### src/rtl/mem_ctrl.sv
// mem_ctrl: byte-serial memory controller between the IF/MEM pipeline stages
// and a single 8-bit synchronous RAM port.
//   - MEM requests take priority over IF; every access is split into 1, 2
//     or 4 byte cycles, little-endian.
//   - Read data returns one cycle after its address; the done pulse and
//     the assembled word appear together, one cycle after the last byte.
//   - stall_if / stall_mem are combinational: req & ~done.
// Optional build macro: MEMCTRL_IO_WAIT_EN. When it is defined, a store to
// the I/O region (addr[IO_ADDR_BIT:IO_ADDR_BIT-1] == 2'b11) holds off its
// write cycles while io_full is high. Otherwise io_full is ignored.
// Ports:
//   clk, rst           clock (rising edge), async active-low reset
//   if_req/if_addr     fetch request (always 4 bytes)
//   if_data/if_done    fetch result and one-cycle completion pulse
//   mem_req/we/len/addr/wdata   load/store request
//   mem_rdata/mem_done load result (zero-extended) and completion pulse
//   ram_din/ram_dout/ram_a/ram_wr   byte-wide RAM port
//   io_full            I/O write buffer full
//   stall_if/stall_mem stall requests to the pipeline stall controller
module mem_ctrl #(
  parameter int unsigned ADDR_W      = 32,
  parameter int unsigned IO_ADDR_BIT = 17
) (
  input  logic              clk,
  input  logic              rst,
  input  logic              if_req,
  input  logic [ADDR_W-1:0] if_addr,
  output logic [31:0]       if_data,
  output logic              if_done,
  input  logic              mem_req,
  input  logic              mem_we,
  input  logic [1:0]        mem_len,
  input  logic [ADDR_W-1:0] mem_addr,
  input  logic [31:0]       mem_wdata,
  output logic [31:0]       mem_rdata,
  output logic              mem_done,
  input  logic [7:0]        ram_din,
  output logic [7:0]        ram_dout,
  output logic [ADDR_W-1:0] ram_a,
  output logic              ram_wr,
  input  logic              io_full,
  output logic              stall_if,
  output logic              stall_mem
);

  localparam int unsigned CNT_W  = 3;
  localparam int unsigned DATA_W = 32;

  typedef enum logic [1:0] {
    IDLE  = 2'd0,
    READ  = 2'd1,
    WRITE = 2'd2,
    DONE  = 2'd3
  } state_t;

  state_t            state_q, state_d;
  logic [CNT_W-1:0]  cnt_q, cnt_d;
  logic [CNT_W-1:0]  len_q, len_d;
  logic [CNT_W-1:0]  cnt_inc;
  logic [1:0]        cap_idx;
  logic [ADDR_W-1:0] addr_q, addr_d;
  logic [DATA_W-1:0] wdata_q, wdata_d;
  logic [DATA_W-1:0] res_q, res_d;
  logic              owner_q, owner_d;   // 1 = MEM owns the access
  logic [ADDR_W-1:0] ram_a_d;
  logic [7:0]        ram_dout_d;
  logic              ram_wr_d;
  logic              if_done_d, mem_done_d;
  logic [31:0]       if_data_d, mem_rdata_d;
  logic              grant_io_hold, write_io_hold;

  // Request length code to byte count; 11 is a word.
  function automatic logic [CNT_W-1:0] len_of(input logic [1:0] code);
    case (code)
      2'b00:   len_of = CNT_W'(1);
      2'b01:   len_of = CNT_W'(2);
      default: len_of = CNT_W'(4);
    endcase
  endfunction

  // Byte idx of a word, little-endian.
  function automatic logic [7:0] byte_of(input logic [DATA_W-1:0] w, input logic [1:0] idx);
    byte_of = w[{idx, 3'b000} +: 8];
  endfunction

`ifdef MEMCTRL_IO_WAIT_EN
  logic io_q, io_d;   // current store targets the I/O region

  function automatic logic in_io(input logic [ADDR_W-1:0] a);
    in_io = (a[IO_ADDR_BIT -: 2] == 2'b11);
  endfunction

  assign grant_io_hold = io_full & in_io(mem_addr);
  assign write_io_hold = io_full & io_q;
`else
  logic unused_io;
  assign unused_io     = io_full;
  assign grant_io_hold = 1'b0;
  assign write_io_hold = 1'b0;
`endif

  // Stall requests follow the request directly so the pipeline freezes in the request cycle.
  assign stall_if  = if_req  & ~if_done;
  assign stall_mem = mem_req & ~mem_done;

  // Next-state and next-output logic.
  always_comb begin
    state_d     = state_q;
    cnt_d       = cnt_q;
    len_d       = len_q;
    addr_d      = addr_q;
    wdata_d     = wdata_q;
    res_d       = res_q;
    owner_d     = owner_q;
    ram_a_d     = ram_a;
    ram_dout_d  = ram_dout;
    ram_wr_d    = 1'b0;
    if_done_d   = 1'b0;
    mem_done_d  = 1'b0;
    if_data_d   = if_data;
    mem_rdata_d = mem_rdata;
    cnt_inc     = cnt_q + CNT_W'(1);
    cap_idx     = 2'(cnt_q - CNT_W'(1));
`ifdef MEMCTRL_IO_WAIT_EN
    io_d        = io_q;
`endif

    case (state_q)
      IDLE: begin
        if (mem_req) begin
          owner_d = 1'b1;
          addr_d  = mem_addr;
          len_d   = len_of(mem_len);
          wdata_d = mem_wdata;
          res_d   = '0;
          cnt_d   = '0;
          ram_a_d = mem_addr;
`ifdef MEMCTRL_IO_WAIT_EN
          io_d    = in_io(mem_addr);
`endif
          if (mem_we) begin
            state_d    = WRITE;
            ram_dout_d = mem_wdata[7:0];
            ram_wr_d   = ~grant_io_hold;
          end else begin
            state_d = READ;
          end
        end else if (if_req) begin
          owner_d = 1'b0;
          addr_d  = if_addr;
          len_d   = CNT_W'(4);
          res_d   = '0;
          cnt_d   = '0;
          ram_a_d = if_addr;
          state_d = READ;
        end
      end

      // cnt_q = cycles since grant; the byte in ram_din belongs to issue cnt_q-1.
      READ: begin
        if (cnt_q != '0) begin
          res_d[{cap_idx, 3'b000} +: 8] = ram_din;
        end
        if (cnt_q == len_q) begin
          state_d = DONE;
          if (owner_q) begin
            mem_done_d  = 1'b1;
            mem_rdata_d = res_d;
          end else begin
            if_done_d = 1'b1;
            if_data_d = res_d;
          end
        end else begin
          cnt_d = cnt_inc;
          if (cnt_inc < len_q) begin
            ram_a_d = addr_q + ADDR_W'(cnt_inc);
          end
        end
      end

      // ram_wr high means byte cnt_q is being written this cycle; low means it is still pending.
      WRITE: begin
        if (ram_wr && (cnt_inc == len_q)) begin
          state_d    = DONE;
          mem_done_d = 1'b1;
        end else begin
          if (ram_wr) begin
            cnt_d = cnt_inc;
          end
          if (!write_io_hold) begin
            ram_wr_d   = 1'b1;
            ram_a_d    = addr_q + ADDR_W'(cnt_d);
            ram_dout_d = byte_of(wdata_q, cnt_d[1:0]);
          end
        end
      end

      DONE: begin
        state_d = IDLE;
      end

      default: begin
        state_d = IDLE;
      end
    endcase
  end

  // State and output registers.
  always_ff @(posedge clk or negedge rst) begin
    if (!rst) begin
      state_q   <= IDLE;
      cnt_q     <= '0;
      len_q     <= '0;
      addr_q    <= '0;
      wdata_q   <= '0;
      res_q     <= '0;
      owner_q   <= 1'b0;
      ram_a     <= '0;
      ram_dout  <= '0;
      ram_wr    <= 1'b0;
      if_done   <= 1'b0;
      mem_done  <= 1'b0;
      if_data   <= '0;
      mem_rdata <= '0;
`ifdef MEMCTRL_IO_WAIT_EN
      io_q      <= 1'b0;
`endif
    end else begin
      state_q   <= state_d;
      cnt_q     <= cnt_d;
      len_q     <= len_d;
      addr_q    <= addr_d;
      wdata_q   <= wdata_d;
      res_q     <= res_d;
      owner_q   <= owner_d;
      ram_a     <= ram_a_d;
      ram_dout  <= ram_dout_d;
      ram_wr    <= ram_wr_d;
      if_done   <= if_done_d;
      mem_done  <= mem_done_d;
      if_data   <= if_data_d;
      mem_rdata <= mem_rdata_d;
`ifdef MEMCTRL_IO_WAIT_EN
      io_q      <= io_d;
`endif
    end
  end

endmodule

### config.mk
export PLATFORM = sky130hd
export DESIGN_NAME = mem_ctrl
export DESIGN_NICKNAME = d
export VERILOG_FILES = /design/src/rtl/mem_ctrl.sv
export SDC_FILE = /design/constraint.sdc
export NUM_CORES = 1
export LEC_CHECK = 0
export ABC_AREA = 1
export CORE_MARGIN = 1
export CORE_UTILIZATION = 40
export DETAILED_ROUTE_END_ITERATION = 8
export SLEW_MARGIN = 0
export SYNTH_ARGS = -nofsm -noshare
export SYNTH_HDL_FRONTEND = slang
export SYNTH_SLANG_ARGS = --single-unit
export TNS_END_PERCENT = 1
### constraint.sdc
create_clock -name clk -period 4.15 [get_ports clk]
set_input_delay 0.6225 -clock clk [delete_from_list [all_inputs] [get_ports clk]]
set_output_delay 0.6225 -clock clk [all_outputs]
set_load 0.01 [all_outputs]
Yosys cells after proc, flatten, opt, wreduce, memory -nomap -nowiden. Cells that the tools add are included.

Bits in registers: 212. Input bits: 112. Output and inout bits: 109. Word-level logic and storage cells: 104.

$add $sub $neg: 5. $lt $le $gt $ge: 1. Equal/unequal tests: 14. Shifts and indexed selects: 3. Multiplexer cells: 45. Bitwise operators: 5. Reduce and logical (&&, ||, !) cells: 17.

Operator list (count): $mux W32 (8); $pmux W32 S3 (1); $add A32 B3 Y32 (2); $pmux W32 S2 (1); $bwmux W32 (1); $shift A8 B7 Y32 const A (1); $shiftx A32 B6 Y8 (1); $shiftx A8 B7 Y32 (1); $mux W3 (9); $mux W8 (3); $pmux W8 S2 (1); $ne A2 B2 Y1 const B (7); $mux W1 (11); $mux W2 (5); $pmux W3 S3 (1); $reduce_and A3 Y1 (3); $pmux W2 S4 (1); $reduce_and A4 Y1 (2); $neg A5 Y7 (1); $eq A3 B3 Y1 (2); $pmux W3 S2 (1); $reduce_and A2 Y1 (3); $reduce_bool A2 Y1 (3); $reduce_bool A3 Y1 (2); 12 further kinds (19).

Logic depth before layout (Yosys ltp).
Depth in word-level cells: 8. Gate-level depth with buffers: 19. Gate-level depth less buffers: 18.

Worst setup path after synthesis. Ideal clock, no wire load.

Kind: register to register. Start: register cnt_q[0]. End: register ram_a[14]. Library setup time: 116 ps. Arrival: 2771 ps. Data required time: 4034 ps. Setup slack: 1262 ps. Cell stages (with the launch flop): 18. Buffers on the path: 0. Clock period less this slack: 2888 ps. Cell sequence: dfrtp_1 -> clkinv_1 -> ha_1 -> nand2_1 -> o21ai_2 -> nand2_1 -> o21ai_0 -> inv_1 -> fa_1 -> inv_1 -> nand2_1 -> nand2_1 -> nand2_1 -> nor2_1 -> xor2_1 -> nand2_1 -> nand2_1 -> nand2_1.

Word-level cells in the longest chain between the ends: 7. Elaborated cells between the ends (all ways): 18. Those cells by class: 3 x add/sub; 1 x order compare; 5 x eq/ne; 7 x mux; 2 x reduce/logical.

Ends and longest elaborated chain: start: declaration (line 57) `logic [CNT_W-1:0] cnt_q, cnt_d;`; start signal: assignment (line 230) `cnt_q <= cnt_d;`; $add A3 B1 Y3 (line 122) `cnt_inc = cnt_q + CNT_W'(1);`; $mux W3 (line 187) `if (ram_wr) begin`; $mux W3 (line 183) `if (ram_wr && (cnt_inc == len_q)) begin`; $mux W3 (line 128) `case (state_q)`; $add A32 B3 Y32 (line 192) `ram_a_d = addr_q + ADDR_W'(cnt_d);`; $mux W32 (line 183); $pmux W32 S3 (line 128); end signal: assignment (line 236) `ram_a <= ram_a_d;`; end: declaration (line 39) `output logic [ADDR_W-1:0] ram_a,`.

Parallel ways exist; a longest one is shown, timed or not. The select of a mux whose other input is x is not followed. A chain may end at the register's enable or synchronous reset.

Worst setup path in the final report. Ends and elaborated chain as after synthesis.

==> reports/summary.txt <==
Core Footprint: 27030 µm²
Setup Skew: 0.008679 ns
PD cells: 782.3 nW/µm²
sequential share of power: 31.9%
Top Ports: 221
die width: 168.1 µm
ant diodes: 0
Worst Setup Path Type: register to register
final setup fails: 0
Reg2Reg Depth: 17
Port-buffer cells: 219
grt total ovfl: 0
starting density of the core: 40.83%
CTS hold repair buffers: 0
Slew Limit Headroom: 31.10%
Comb power frac: 47.9%
Nets: 1770
origin of the critical flop-to-flop path: cnt_q[0]$_DFFE_PN0P_
FF-to-FF End: ram_a[14]$_DFFE_PN0P_
commonest non-fill, non-tap cell in the layout: nand2_1
Tcrit/Tclk final: 87.72%
Syn Area/Cell: 7.637 µm²
drt drc: 0
DP HPWL: 22.31 mm
Post-Layout Cell Count: 2000
largest net degree at the start of global routing: 108
# H-tree levels: 1
Worst setup EP type: register
fin. max-slew vios: 0
# placed instances: 1955
Leak: 0.006482 µW
min-delay worst type: input port to asynchronous set/reset pin
Post-synth ARST share: 100.0%
Psw: 4619 µW
vias in the first global route: 9553
Die Y: 168.1 µm
Synth Warn #: 0
final core area utilization: 53.06%
final hold violation count: 0
Longest Clk Path Bufs: 3
internal power: 6599 µW
P&R area growth vs syn: 29.93%
Crit path required time: 4.55 ns
share of cells above drive strength 1: 6.209%
number of distinct library cells after synthesis: 38
Most used DFF post-synth: dfrtp_1
Syn Nets: 1574
vias per inst: 5.029
Tot GR Track Use: 22.55%
FF-to-FF setup slack: 0.51 ns
Sink Count: 212
Sw Share: 41.17%
crit-path max FO: 14
total number of vias: 10057
Design Area, Final: 14340 µm²
Clock transition at path regs: 0.06 ns
#FFs+latches synth: 212
power share of the clock group: 20.3%
nature of the critical path startpoint: register
Multi-input gate area: 4987 µm²
FF+latch area: 5305 µm²
later-pin clock latency in the skew report: 0.52 ns
Least-Margin Pin Slew: 1.031 ns
fin crit period: 3.640 ns
Routed Antenna Nets: 0
Pre-antenna DRT Iters: 5
final WL: 31.51 mm
Peak Freq: 0.2747 GHz
CTS tree: built
Hold WS: 0.2377 ns
setup_tns: 0 ns
most frequent cells in the layout: 515 x nand2_1, 218 x clkdlybuf4s50_1, 212 x dfrtp_1
Root Driver: clkbuf_16
sequential share of the synthesized area: 48.07%
post-CTS sizing: 0
TritonCTS buffer count: 25
DR WL/cell: 15.75 µm
status: complete, no violations
Syn Std Cell Area: 11040 µm²
Setup Buffers After CTS: 0
row count: 60
worst vdd ir: 336.9 µV
RSZ-0062 raised after global routing: false
arrival time at the worst endpoint: 4.04 ns
Post-synth EDFFs: 0
total of max-cap violations: 0
first-pass GRT wire length: 51.11 mm
full die area: 28260 µm²
fillers: 2595
antenna violations before repair: 0
routability congestion estimate: 0.8893
placed inst area: 13490 µm²
Iter 0 DRT Violations: 889
Mapped Cells: 1445
## metrics by stage
step / worst slack [ns] / total power [µW]
after global placement: 0.5765 / 8897
final: 0.5096 / 11220
after detailed placement: 0.5414 / 8994
after floorplan: 1.262 / 6813
after global routing: 0.1467 / 12100
after CTS: 0.5258 / 11310
## power by group through the flow
| stage | logic [µW] | clock network (µW) | registers (µW) |
|---|---|---|---|
| 2_1_floorplan | 3110 | 0 | 3700 |
| 3_3_place_gp | 5320 | 0 | 3580 |
| 3_5_place_dp | 5400 | 0 | 3600 |
| 4_1_cts | 5420 | 2320 | 3570 |
| 5_1_grt | 6020 | 2390 | 3690 |
| 6_report | 5370 | 2270 | 3570 |
## per-layer routing
layer / vias to the layer above / track usage [%] / part of all wire, %
met4: 0 / 3.794 / 1.0
met1: 4725 / 33.94 / 50
met3: 21 / 2.985 / 5.3
met5: - / 0 / 0
met2: 262 / 35.04 / 44
li1: 5049 / - / -
## final cells by class
| cell class | count | share of cell area, % |
|---|---|---|
| Sequential cell | 212 | 37.00 |
| Multi-Input combinational cell | 1054 | 34.78 |
| Timing Repair Buffer | 236 | 16.38 |
| Clock buffer | 39 | 5.148 |
| Tap cell | 341 | 2.976 |
| Inverter | 112 | 2.932 |
| Clock inverter | 6 | 0.7853 |
## synth_stat cells, types with 2 or more instances
| cell type | number | area, µm² |
|---|---|---|
| a21oi_1 | 45 | 225.2 |
| a31oi_1 | 9 | 56.30 |
| buf_1 | 3 | 11.26 |
| buf_2 | 23 | 115.1 |
| buf_4 | 9 | 67.56 |
| buf_6 | 4 | 45.04 |
| clkbuf_1 | 28 | 105.1 |
| clkinv_1 | 2 | 7.510 |
| dfrtp_1 | 212 | 5305 |
| ha_1 | 16 | 200.2 |
| inv_1 | 103 | 386.6 |
| inv_2 | 7 | 26.28 |
| mux2_2 | 24 | 270.3 |
| mux2i_1 | 3 | 30.03 |
| nand2_1 | 516 | 1937 |
| nand2_2 | 2 | 12.51 |
| nand3_1 | 101 | 505.5 |
| nand4_1 | 2 | 12.51 |
| nor2_1 | 129 | 484.2 |
| nor2_4 | 4 | 45.04 |
| nor3_1 | 16 | 80.08 |
| nor3_2 | 2 | 20.02 |
| o21a_1 | 25 | 187.7 |
| o21ai_0 | 117 | 585.6 |
| o21ai_1 | 9 | 45.04 |
| o22ai_1 | 13 | 81.33 |
| o31ai_1 | 8 | 60.06 |
| xor2_1 | 3 | 26.28 |
## kinds of logic after synthesis
group                    Yosys count  synth area share [%]
buffers and inverters            179                 6.927
AND/OR/NAND/NOR                  776                 28.42
multiplexers                      27                 2.721
flip-flops                       212                 48.07
AO/OA/AOI/OAI                    231                 11.62
XOR/XNOR                           3                0.2381
adder cells (fa/ha/maj)           17                 1.995
## state kept, by name, indices dropped and copies added, names as in the netlist
signal and cells:
mem_rdata 32, len_q 3, state_q 2, if_done 1, res_q 32, if_data 32
ram_a 32, wdata_q 32, owner_q 1, mem_done 1, cnt_q 3, addr_q 32
ram_dout 8, ram_wr 1
## how the worst max path moves through the flow
stage | end | cells past startpoint | start | slack [ns]
after global placement | ram_a[24]$_DFFE_PN0P_ | 18 | cnt_q[0]$_DFFE_PN0P_ | 0.58
after detailed placement | ram_a[24]$_DFFE_PN0P_ | 18 | cnt_q[0]$_DFFE_PN0P_ | 0.54
after floorplan | ram_a[14]$_DFFE_PN0P_ | 17 | cnt_q[0]$_DFFE_PN0P_ | 1.26
after global routing | ram_a[24]$_DFFE_PN0P_ | 18 | cnt_q[0]$_DFFE_PN0P_ | 0.15
after CTS | ram_a[24]$_DFFE_PN0P_ | 18 | cnt_q[0]$_DFFE_PN0P_ | 0.53
final | ram_a[14]$_DFFE_PN0P_ | 17 | cnt_q[0]$_DFFE_PN0P_ | 0.51
## worst max-delay path, cell delays in order, from the launching register on
cell and delay, ns:
dfrtp_1 0.35, clkinv_1 0.24, ha_1 0.66, nand2_1 0.12
o21ai_2 0.21, nand2_1 0.13, o21ai_0 0.17, inv_1 0.10
fa_1 0.42, inv_1 0.08, nand2_1 0.06, nand2_1 0.14
nand2_1 0.12, nor2_1 0.34, xor2_1 0.19, nand2_1 0.06
nand2_1 0.07, nand2_1 0.05
(Power assumes the default switching activity.)
